$ cat config.mk
export PLATFORM = sky130hd
export DESIGN_NAME = mlp_mac_unit
export DESIGN_NICKNAME = d
export VERILOG_FILES = /design/src/rtl/mlp_pkg.sv /design/src/rtl/mlp_round_sat.sv /design/src/rtl/mlp_mac_unit.sv
export SDC_FILE = /design/constraint.sdc
export NUM_CORES = 1
export LEC_CHECK = 0
export ABC_AREA = 0
export BUFFER_PORTS_ARGS = -buffer_cell sky130_fd_sc_hd__buf_2
export CAP_MARGIN = 20
export CORE_UTILIZATION = 45
export CTS_CLUSTER_DIAMETER = 50
export DETAILED_ROUTE_END_ITERATION = 6
export PLACE_DENSITY = 0.57
export REMOVE_ABC_BUFFERS = 1
export SLEW_MARGIN = 20
export SYNTH_ARGS = -nofsm -noshare
export SYNTH_HDL_FRONTEND = slang
export SYNTH_SLANG_ARGS = --single-unit
$ cat constraint.sdc
create_clock -name clk -period 4.4 [get_ports clk]
set_input_delay 0.88 -clock clk [delete_from_list [all_inputs] [get_ports clk]]
set_output_delay 0.88 -clock clk [all_outputs]
set_load 0.01 [all_outputs]
$ cat src/rtl/mlp_pkg.sv
// Shared constants for the MLP datapath: Q8.8 operand format, neuron memory
// addressing and accumulator sizing, plus the ReLU helper used by the MAC.
package mlp_pkg;

  localparam int DATA_W    = 16;
  localparam int ADDR_W    = 12;
  localparam int ACC_W     = 42;
  localparam int FRAC_BITS = 8;

  // Q8.8 saturation limits
  localparam logic signed [DATA_W-1:0] Q_MAX = 16'sh7FFF;
  localparam logic signed [DATA_W-1:0] Q_MIN = 16'sh8000;

  // Negative activations clamp to zero, positive pass through
  function automatic logic signed [DATA_W-1:0] relu(input logic signed [DATA_W-1:0] x);
    return x[DATA_W-1] ? '0 : x;
  endfunction

endpackage

$ cat src/rtl/mlp_round_sat.sv
// Combinational Q16.16 -> Q8.8 conversion: round half up, arithmetic shift,
// then saturate to the signed Q8.8 range.
module mlp_round_sat
  import mlp_pkg::*;
#(
  parameter int IN_W  = ACC_W,
  parameter int OUT_W = DATA_W
) (
  input  logic signed [IN_W-1:0]  sum,
  output logic signed [OUT_W-1:0] result
);

  localparam int SH_W = IN_W - FRAC_BITS;
  localparam logic signed [IN_W-1:0] HALF   = IN_W'(1 << (FRAC_BITS - 1));
  localparam logic signed [SH_W-1:0] SAT_HI = SH_W'(Q_MAX);
  localparam logic signed [SH_W-1:0] SAT_LO = SH_W'(Q_MIN);

  logic signed [IN_W-1:0] biased;
  logic signed [SH_W-1:0] shifted;

  // Round, drop the extra fraction bits and clamp into the output range
  always_comb begin
    biased  = sum + HALF;
    shifted = SH_W'(biased >>> FRAC_BITS);
    result  = OUT_W'(shifted);
    if (shifted > SAT_HI) begin
      result = OUT_W'(Q_MAX);
    end else if (shifted < SAT_LO) begin
      result = OUT_W'(Q_MIN);
    end
  end

endmodule

$ cat src/rtl/mlp_mac_unit.sv
// MLP multiply-accumulate unit: S1 multiply, S2 accumulate, S3 round/activate,
// then a registered neuron-memory write port.
// Optional build macro: MLP_MAC_RELU_EN enables ReLU on hidden layers.
module mlp_mac_unit #(
  parameter int DATA_W = mlp_pkg::DATA_W,
  parameter int ADDR_W = mlp_pkg::ADDR_W,
  parameter int ACC_W  = mlp_pkg::ACC_W
) (
  input  logic              clk,
  input  logic              rst_n,
  input  logic              run,
  input  logic              sample_en,
  input  logic [DATA_W-1:0] neuron_data,
  input  logic [DATA_W-1:0] weight_data,
  input  logic              last_term,
  input  logic              reset_mult_acc,
  input  logic [ADDR_W-1:0] output_neuron_addr,
  input  logic              last_layer,
  input  logic              done,
  output logic              wr_en,
  output logic [ADDR_W-1:0] wr_addr,
  output logic [DATA_W-1:0] wr_data,
  output logic [ADDR_W-1:0] wr_count,
  output logic              mlp_done
);

  import mlp_pkg::*;

`ifdef MLP_MAC_RELU_EN
  localparam bit RELU_EN = 1'b1;
`else
  localparam bit RELU_EN = 1'b0;
`endif

  // S1 registers
  logic                       s1_valid_reg;
  logic signed [2*DATA_W-1:0] s1_prod_reg;
  logic                       s1_last_reg;
  logic                       s1_ll_reg;
  logic [ADDR_W-1:0]          s1_addr_reg;
  // S2 registers
  logic                       s2_valid_reg;
  logic signed [ACC_W-1:0]    acc_reg;
  logic signed [ACC_W-1:0]    s2_sum_reg;
  logic                       s2_ll_reg;
  logic [ADDR_W-1:0]          s2_addr_reg;
  // S3 registers
  logic                       s3_valid_reg;
  logic [DATA_W-1:0]          s3_data_reg;
  logic [ADDR_W-1:0]          s3_addr_reg;
  logic                       done_pending_reg;

  logic signed [2*DATA_W-1:0] prod_next;
  logic signed [ACC_W-1:0]    prod_ext;
  logic signed [ACC_W-1:0]    sum_next;
  logic signed [DATA_W-1:0]   rounded;
  logic [DATA_W-1:0]          activated;
  logic                       pipe_empty;

  assign prod_next  = (2*DATA_W)'($signed(neuron_data)) * (2*DATA_W)'($signed(weight_data));
  assign prod_ext   = ACC_W'(s1_prod_reg);
  assign sum_next   = acc_reg + prod_ext;
  assign pipe_empty = !s1_valid_reg && !s2_valid_reg && !s3_valid_reg;

  mlp_round_sat #(.IN_W(ACC_W), .OUT_W(DATA_W)) u_round_sat (
    .sum    (s2_sum_reg),
    .result (rounded)
  );

  // Output layer bypasses ReLU so softmax sees signed logits
  assign activated = (RELU_EN && !s2_ll_reg) ? relu(rounded) : rounded;

  // S1: capture the product and its neuron tags on each valid sample
  always_ff @(posedge clk or negedge rst_n) begin
    if (!rst_n) begin
      s1_valid_reg <= 1'b0;
      s1_prod_reg  <= '0;
      s1_last_reg  <= 1'b0;
      s1_ll_reg    <= 1'b0;
      s1_addr_reg  <= '0;
    end else if (!run) begin
      s1_valid_reg <= 1'b0;
      s1_prod_reg  <= '0;
      s1_last_reg  <= 1'b0;
      s1_ll_reg    <= 1'b0;
      s1_addr_reg  <= '0;
    end else if (reset_mult_acc) begin
      s1_valid_reg <= 1'b0;
    end else begin
      s1_valid_reg <= sample_en;
      if (sample_en) begin
        s1_prod_reg <= prod_next;
        s1_last_reg <= last_term;
        s1_ll_reg   <= last_layer;
        s1_addr_reg <= output_neuron_addr;
      end
    end
  end

  // S2: accumulate; on the last term hand the total on and restart from zero
  always_ff @(posedge clk or negedge rst_n) begin
    if (!rst_n) begin
      s2_valid_reg <= 1'b0;
      acc_reg      <= '0;
      s2_sum_reg   <= '0;
      s2_ll_reg    <= 1'b0;
      s2_addr_reg  <= '0;
    end else if (!run) begin
      s2_valid_reg <= 1'b0;
      acc_reg      <= '0;
      s2_sum_reg   <= '0;
      s2_ll_reg    <= 1'b0;
      s2_addr_reg  <= '0;
    end else if (reset_mult_acc) begin
      s2_valid_reg <= 1'b0;
      acc_reg      <= '0;
    end else if (s1_valid_reg && s1_last_reg) begin
      s2_valid_reg <= 1'b1;
      s2_sum_reg   <= sum_next;
      acc_reg      <= '0;
      s2_ll_reg    <= s1_ll_reg;
      s2_addr_reg  <= s1_addr_reg;
    end else begin
      s2_valid_reg <= 1'b0;
      if (s1_valid_reg) begin
        acc_reg <= sum_next;
      end
    end
  end

  // S3: register the rounded, activated result
  always_ff @(posedge clk or negedge rst_n) begin
    if (!rst_n) begin
      s3_valid_reg <= 1'b0;
      s3_data_reg  <= '0;
      s3_addr_reg  <= '0;
    end else if (!run) begin
      s3_valid_reg <= 1'b0;
      s3_data_reg  <= '0;
      s3_addr_reg  <= '0;
    end else if (reset_mult_acc) begin
      s3_valid_reg <= 1'b0;
    end else begin
      s3_valid_reg <= s2_valid_reg;
      if (s2_valid_reg) begin
        s3_data_reg <= activated;
        s3_addr_reg <= s2_addr_reg;
      end
    end
  end

  // Write port: one-cycle strobe per finished neuron, counting writes
  always_ff @(posedge clk or negedge rst_n) begin
    if (!rst_n) begin
      wr_en    <= 1'b0;
      wr_addr  <= '0;
      wr_data  <= '0;
      wr_count <= '0;
    end else if (!run) begin
      wr_en    <= 1'b0;
      wr_addr  <= '0;
      wr_data  <= '0;
      wr_count <= '0;
    end else begin
      wr_en <= s3_valid_reg;
      if (s3_valid_reg) begin
        wr_addr  <= s3_addr_reg;
        wr_data  <= s3_data_reg;
        wr_count <= wr_count + ADDR_W'(1);
      end
    end
  end

  // Completion: remember done, raise mlp_done once the pipeline drains
  always_ff @(posedge clk or negedge rst_n) begin
    if (!rst_n) begin
      done_pending_reg <= 1'b0;
      mlp_done         <= 1'b0;
    end else if (!run) begin
      done_pending_reg <= 1'b0;
      mlp_done         <= 1'b0;
    end else begin
      if (done) begin
        done_pending_reg <= 1'b1;
      end
      if (done_pending_reg && pipe_empty) begin
        mlp_done <= 1'b1;
      end
    end
  end

endmodule

After elaboration in Yosys (flattened, before gate mapping)
Index checks and enable logic that the tools add are counted.
{"block": "op_classes", "n_addsub": 3, "n_mul": 1, "div_mod_pow": 0, "n_lt_le_gt_ge": 2, "n_eq_ne": 8, "shift": 0, "n_mux": 45, "bitwise_logic": 0, "reduce_logical": 10}
{"operator": "42-bit 2-to-1 mux", "n": 7}
{"operator": "12-bit 2-to-1 mux", "n": 13}
{"operator": "16-bit 2-to-1 mux", "n": 7}
{"operator": "32-bit 2-to-1 mux", "n": 3}
{"operator": "42-bit by 32-bit adder with 42-bit output", "n": 1}
{"operator": "42-bit by 9-bit adder with 42-bit output (second input constant)", "n": 1}
{"operator": "34-bit by 16-bit > comparator with 1-bit output (second input constant)", "n": 1}
{"operator": "34-bit by 16-bit < comparator with 1-bit output (second input constant)", "n": 1}
{"operator": "16-bit by 16-bit multiplier with 32-bit output", "n": 1}
{"operator": "1-bit 2-to-1 mux", "n": 15}
{"operator": "12-bit by 1-bit adder with 12-bit output (second input constant)", "n": 1}
{"operator": "2-bit by 1-bit != test with 1-bit output (second input constant)", "n": 6}
{"operator": "2-bit AND reduction", "n": 3}
{"operator": "1-bit logical AND", "n": 4}
{"operator": "4-bit by 1-bit != test with 1-bit output (second input constant)", "n": 1}
{"operator": "1-bit zero test", "n": 3}
{"operator": "2-bit != test (second input constant)", "n": 1}
{"block": "word_totals", "reg_bits": 215, "latchBits": 0, "ramBits": 0, "romBits": 0, "in_bits": 52, "out_inout_bits": 42, "elab_cells": 86, "memories": 0}

Longest topological paths before layout
{"block": "depth", "ltp_word": 7, "mapped_depth": 26, "ltp_nobuf": 25}

Hierarchy
From an unflattened synthesis, not the netlist that was laid out.
{"block": "unflattened", "cells_unflattened": 2157, "area_unflattened_um2": 21075.2}
{"mod": "mlp_mac_unit", "n_inst": 1, "cells_per_inst": 1994, "area_per_inst_um2": 19947.9}
{"mod": "mlp_round_sat", "n_inst": 1, "cells_per_inst": 163, "area_per_inst_um2": 1127.3}

Least setup slack after synthesis
No wires, ideal clock.
{"block": "synth_timing", "kind": "input-to-reg", "from": "input port neuron_data[15]", "to": "register s1_prod_reg[29]", "setup_time_ns": 0.128, "arrival_ns": 6.546, "required_ns": 4.272, "setup_slack_ns": -2.274, "cell_stages": 22, "n_path_buf": 1, "path_cell_list": "clkbuf_1 -> nand2_1 -> fa_1 -> inv_1 -> fa_1 -> fa_1 -> fa_1 -> fa_1 -> inv_1 -> fa_1 -> inv_1 -> ha_1 -> a21o_1 -> a21oi_1 -> inv_1 -> a41oi_1 -> inv_1 -> a21oi_1 -> o31ai_1 -> a31oi_1 -> mux2i_1 -> nand3_1"}
{"block": "synth_between", "elab_chain_cells": 4}
{"element": "from (decl)", "line": "mlp_mac_unit.sv:13", "source": "input logic [DATA_W-1:0] neuron_data,"}
{"element": "16-bit by 16-bit multiplier with 32-bit output", "line": "mlp_mac_unit.sv:60", "source": "assign prod_next = (2*DATA_W)'($signed(neuron_data)) * (2*DATA_W)'($signed(weight_data));"}
{"element": "32-bit 2-to-1 mux", "line": "mlp_mac_unit.sv:91", "source": "if (sample_en) begin"}
{"element": "32-bit 2-to-1 mux", "line": "mlp_mac_unit.sv:87", "source": "end else if (reset_mult_acc) begin"}
{"element": "32-bit 2-to-1 mux", "line": "mlp_mac_unit.sv:81", "source": "end else if (!run) begin"}
{"element": "to (signal assigned)", "line": "mlp_mac_unit.sv:92", "source": "s1_prod_reg <= prod_next;"}
{"element": "to (decl)", "line": "mlp_mac_unit.sv:37", "source": "logic signed [2*DATA_W-1:0] s1_prod_reg;"}
Every way passes these cells. The select of a mux whose other input is x is not followed.
A chain may end at the register's enable or synchronous reset.

Final worst setup path
{"block": "layout_timing", "from": "input port weight_data[9]", "to": "register s1_prod_reg[29]"}
{"block": "layout_between", "elab_chain_cells": 4}
{"element": "from (decl)", "line": "mlp_mac_unit.sv:14", "source": "input logic [DATA_W-1:0] weight_data,"}
{"element": "16-bit by 16-bit multiplier with 32-bit output", "line": "mlp_mac_unit.sv:60"}
{"element": "32-bit 2-to-1 mux", "line": "mlp_mac_unit.sv:91"}
{"element": "32-bit 2-to-1 mux", "line": "mlp_mac_unit.sv:87"}
{"element": "32-bit 2-to-1 mux", "line": "mlp_mac_unit.sv:81"}
Every way passes these cells. The select of a mux whose other input is x is not followed.

==> impl_metrics.ini <==
[critical_path]
worstSetupPathType = in2reg
critical_path.slowest_cell = fa_1
start_kind = input port
r2r_slack_ns = 0.74
crit_chain = buf_4 -> buf_4 -> and2_1 -> fa_1 -> fa_1 -> fa_1 -> fa_1 -> fa_1 -> inv_1 -> fa_1 -> inv_1 -> ha_4 -> a21oi_2 -> inv_2 -> a41oi_2 -> inv_1 -> a21oi_2 -> o31ai_4 -> a31oi_1 -> mux2i_1 -> nand3_1
max_stage_delay_ns = 0.60
critical_path.max_fanout = 7
worst-path-buf-inv = 6
cp_top_family = adder cells
cp.required_ns = 4.80
worstPathArrival_ns = 6.29
critPathMostFrequentCell = fa_1
end_kind = flip-flop

[final_layout]
antenna_cells = 0
instances_no_fill = 3039
syn_to_final_growth_pct = 22.3
largest_register_ffs = 42
drive_above_1_share_pct = 24.1
design_area_um2 = 25500
final_common_cell = inv_1
nNetsFinal = 2862
layout_common_cells = inv_1 (309), fa_1 (239), nand2_1 (207), dfrtp_1 (207), buf_4 (186)

[placed_design]
place_congestion = 0.871
port_buffers = 92
placedCellCount = 2951
hpwl_um = 40900
postPlaceCellArea_um2 = 23100

[die]
dieArea_um2 = 47200
die_y_um = 217
top_level_ports = 94
dieWidth_um = 217
initial_core_util_pct = 45.7
rows = 78
core_area_um2 = 45600

[drt]
drtIter0Drc = 884
drtPass1Iterations = 5
routed_wl_um = 51600
drc = 0
dr_total_vias = 15900
via_per_inst = 5.22
detail-route-antenna-nets = 0
detail_route.wl_per_cell_um = 17.0

[run_status]
status = finished, violations left
violations = negative setup slack

[clock_tree]
cts_tree = yes
clk_pin_slew_ns = 0.06
cts.root.buffer_cell = clkbuf_16
cts_sinks = 208
cts_buffer_depth = 3
cts_buffers = 23
postCtsHoldBufs = 0
cts_max_level = 1
worstSkewPairLatency_ns = 0.52

[global_route]
grtUsageTotal_pct = 22.3
grt_pass1_wl_um = 85200
grt_start_max_net_pins = 88
grt_pass1_vias = 16400
overflow = 0
antenna_found_initial = 0

[sta]
worst_pin_slew_ns = 0.873
rsz0062_at_grt = true
fin_crit_sh_pct = 134
clock.fmax_mhz = 170
max-slew-margin-rel_pct = 41.7
setup_violations = 24
finalClockSkew_ns = 0.0133
finalCriticalPeriod_ns = 5.89
setup-tns-final_ns = -25.15
final_critical_path_setup_slack_ns = -1.49
hold_violations = 0
drv_slew = 0

[synthesis]
synth_edf_count = 0
synth-seq-area-share_pct = 25.0
ys_seq_elements = 208
synthesis.area_um2 = 20800
synthCells = 2160
synth_cell_type_count = 83
async_reset_ff_share_pct = 100
ys_warn_count = 0
synth_ff_type = dfrtp_1
syn_avg_cell_area_um2 = 9.65

[hold_path]
hp-class = in2async

[run]
maxCapViolCount = 0
kinds of logic (layout without fill, tap and decap cells):
family,Yosys count,count (layout),share of synthesized area [%]
compound gates,397,397,13.6
simple gates,601,601,14.8
buf+inv,431,710,8.03
xor+xnor,99,99,4.16
flops,208,208,25.0
fa+ha+maj,388,388,32.8
mux,36,36,1.75
what timing repair did:
action,4_1_cts,5_1_grt
setup endpoints to repair,24,25
pin swaps,152,100
gates resized for setup,251,88
setup buffers,39,14
path summary, 6_finish.rpt:
| check | to | startpoint | cells after the start |
|---|---|---|---|
| min in group clk | mlp_done$_DFFE_PN0P_ | mlp_done$_DFFE_PN0P_ | 1 |
| max in group asynchronous | s3_valid_reg$_DFF_PN0_ | rst_n | 2 |
| hold / removal | wr_count[5]$_DFFE_PN0P_ | rst_n | 1 |
| hold reg to reg | mlp_done$_DFFE_PN0P_ | mlp_done$_DFFE_PN0P_ | 1 |
| setup reg to reg | s2_sum_reg[38]$_DFFE_PN0P_ | acc_reg[2]$_DFFE_PN0P_ | 11 |
| setup / recovery | s1_prod_reg[29]$_DFFE_PN0P_ | weight_data[9] | 21 |
cells in the mapped netlist (all sizes together), types with 9 or more instances:
cell type | n | area (µm²)
mux2i | 33 | 330
ha | 125 | 1560
and3 | 20 | 128
fa | 263 | 5270
a22o | 107 | 938
nand2b | 13 | 81.3
nand3 | 41 | 225
nand2 | 226 | 856
and2 | 136 | 851
clkbuf | 76 | 307
a21o | 29 | 218
o21ai | 77 | 389
o21a | 12 | 90.1
a31oi | 12 | 75.1
or3 | 9 | 61.3
xnor2 | 59 | 517
nor2b | 36 | 225
nand4 | 12 | 75.1
nor2 | 62 | 233
o211ai | 21 | 203
dfrtp | 208 | 5200
a211oi | 13 | 103
inv | 349 | 1310
nor3 | 14 | 86.3
xor2 | 40 | 350
a21oi | 75 | 379
stage by stage:
step / setup slack [ns] / util, % / hold WS [ns]
global route: -1.65 / 55.9 / 0.455
floorplan: -2.03 / - / 0.450
CTS: -1.46 / 55.0 / 0.433
global placement: -2.33 / 50.8 / 0.465
detailed placement: -2.37 / 50.8 / 0.476
finish: -1.49 / 55.9 / 0.386
routing by layer:
metal / wire length, µm / GRT usage, % / vias up
li1: - / - / 7583
met1: 24000 / 31.0 / 7938
met2: 25200 / 38.3 / 287
met3: 1500 / 1.40 / 60
met4: 943 / 5.07 / 0
met5: 0 / 0 / -
final cells by class:
type,count,area (µm²)
Clock buffer,26,597
Clock inverter,16,218
Fill cell,4041,20100
Inverter,349,1310
Multi-Input combinational cell,1521,14800
Sequential cell,208,5210
Tap cell,600,751
Timing Repair Buffer,319,2610
worst register-to-register path, cell delays in order (launching register included):
cell      delay, ns
dfrtp_1        0.46
ha_1           0.40
a211oi_1       0.11
o21ai_1        0.29
o221ai_1       0.23
a211oi_1       0.53
a211oi_2       0.21
o31ai_1        0.58
nor4_1         0.10
nor3_1         0.25
xor2_1         0.26
a22o_1         0.18
Power is not shown: default switching activity piles up to over one toggle a cycle in this logic, so the estimate is an artifact.
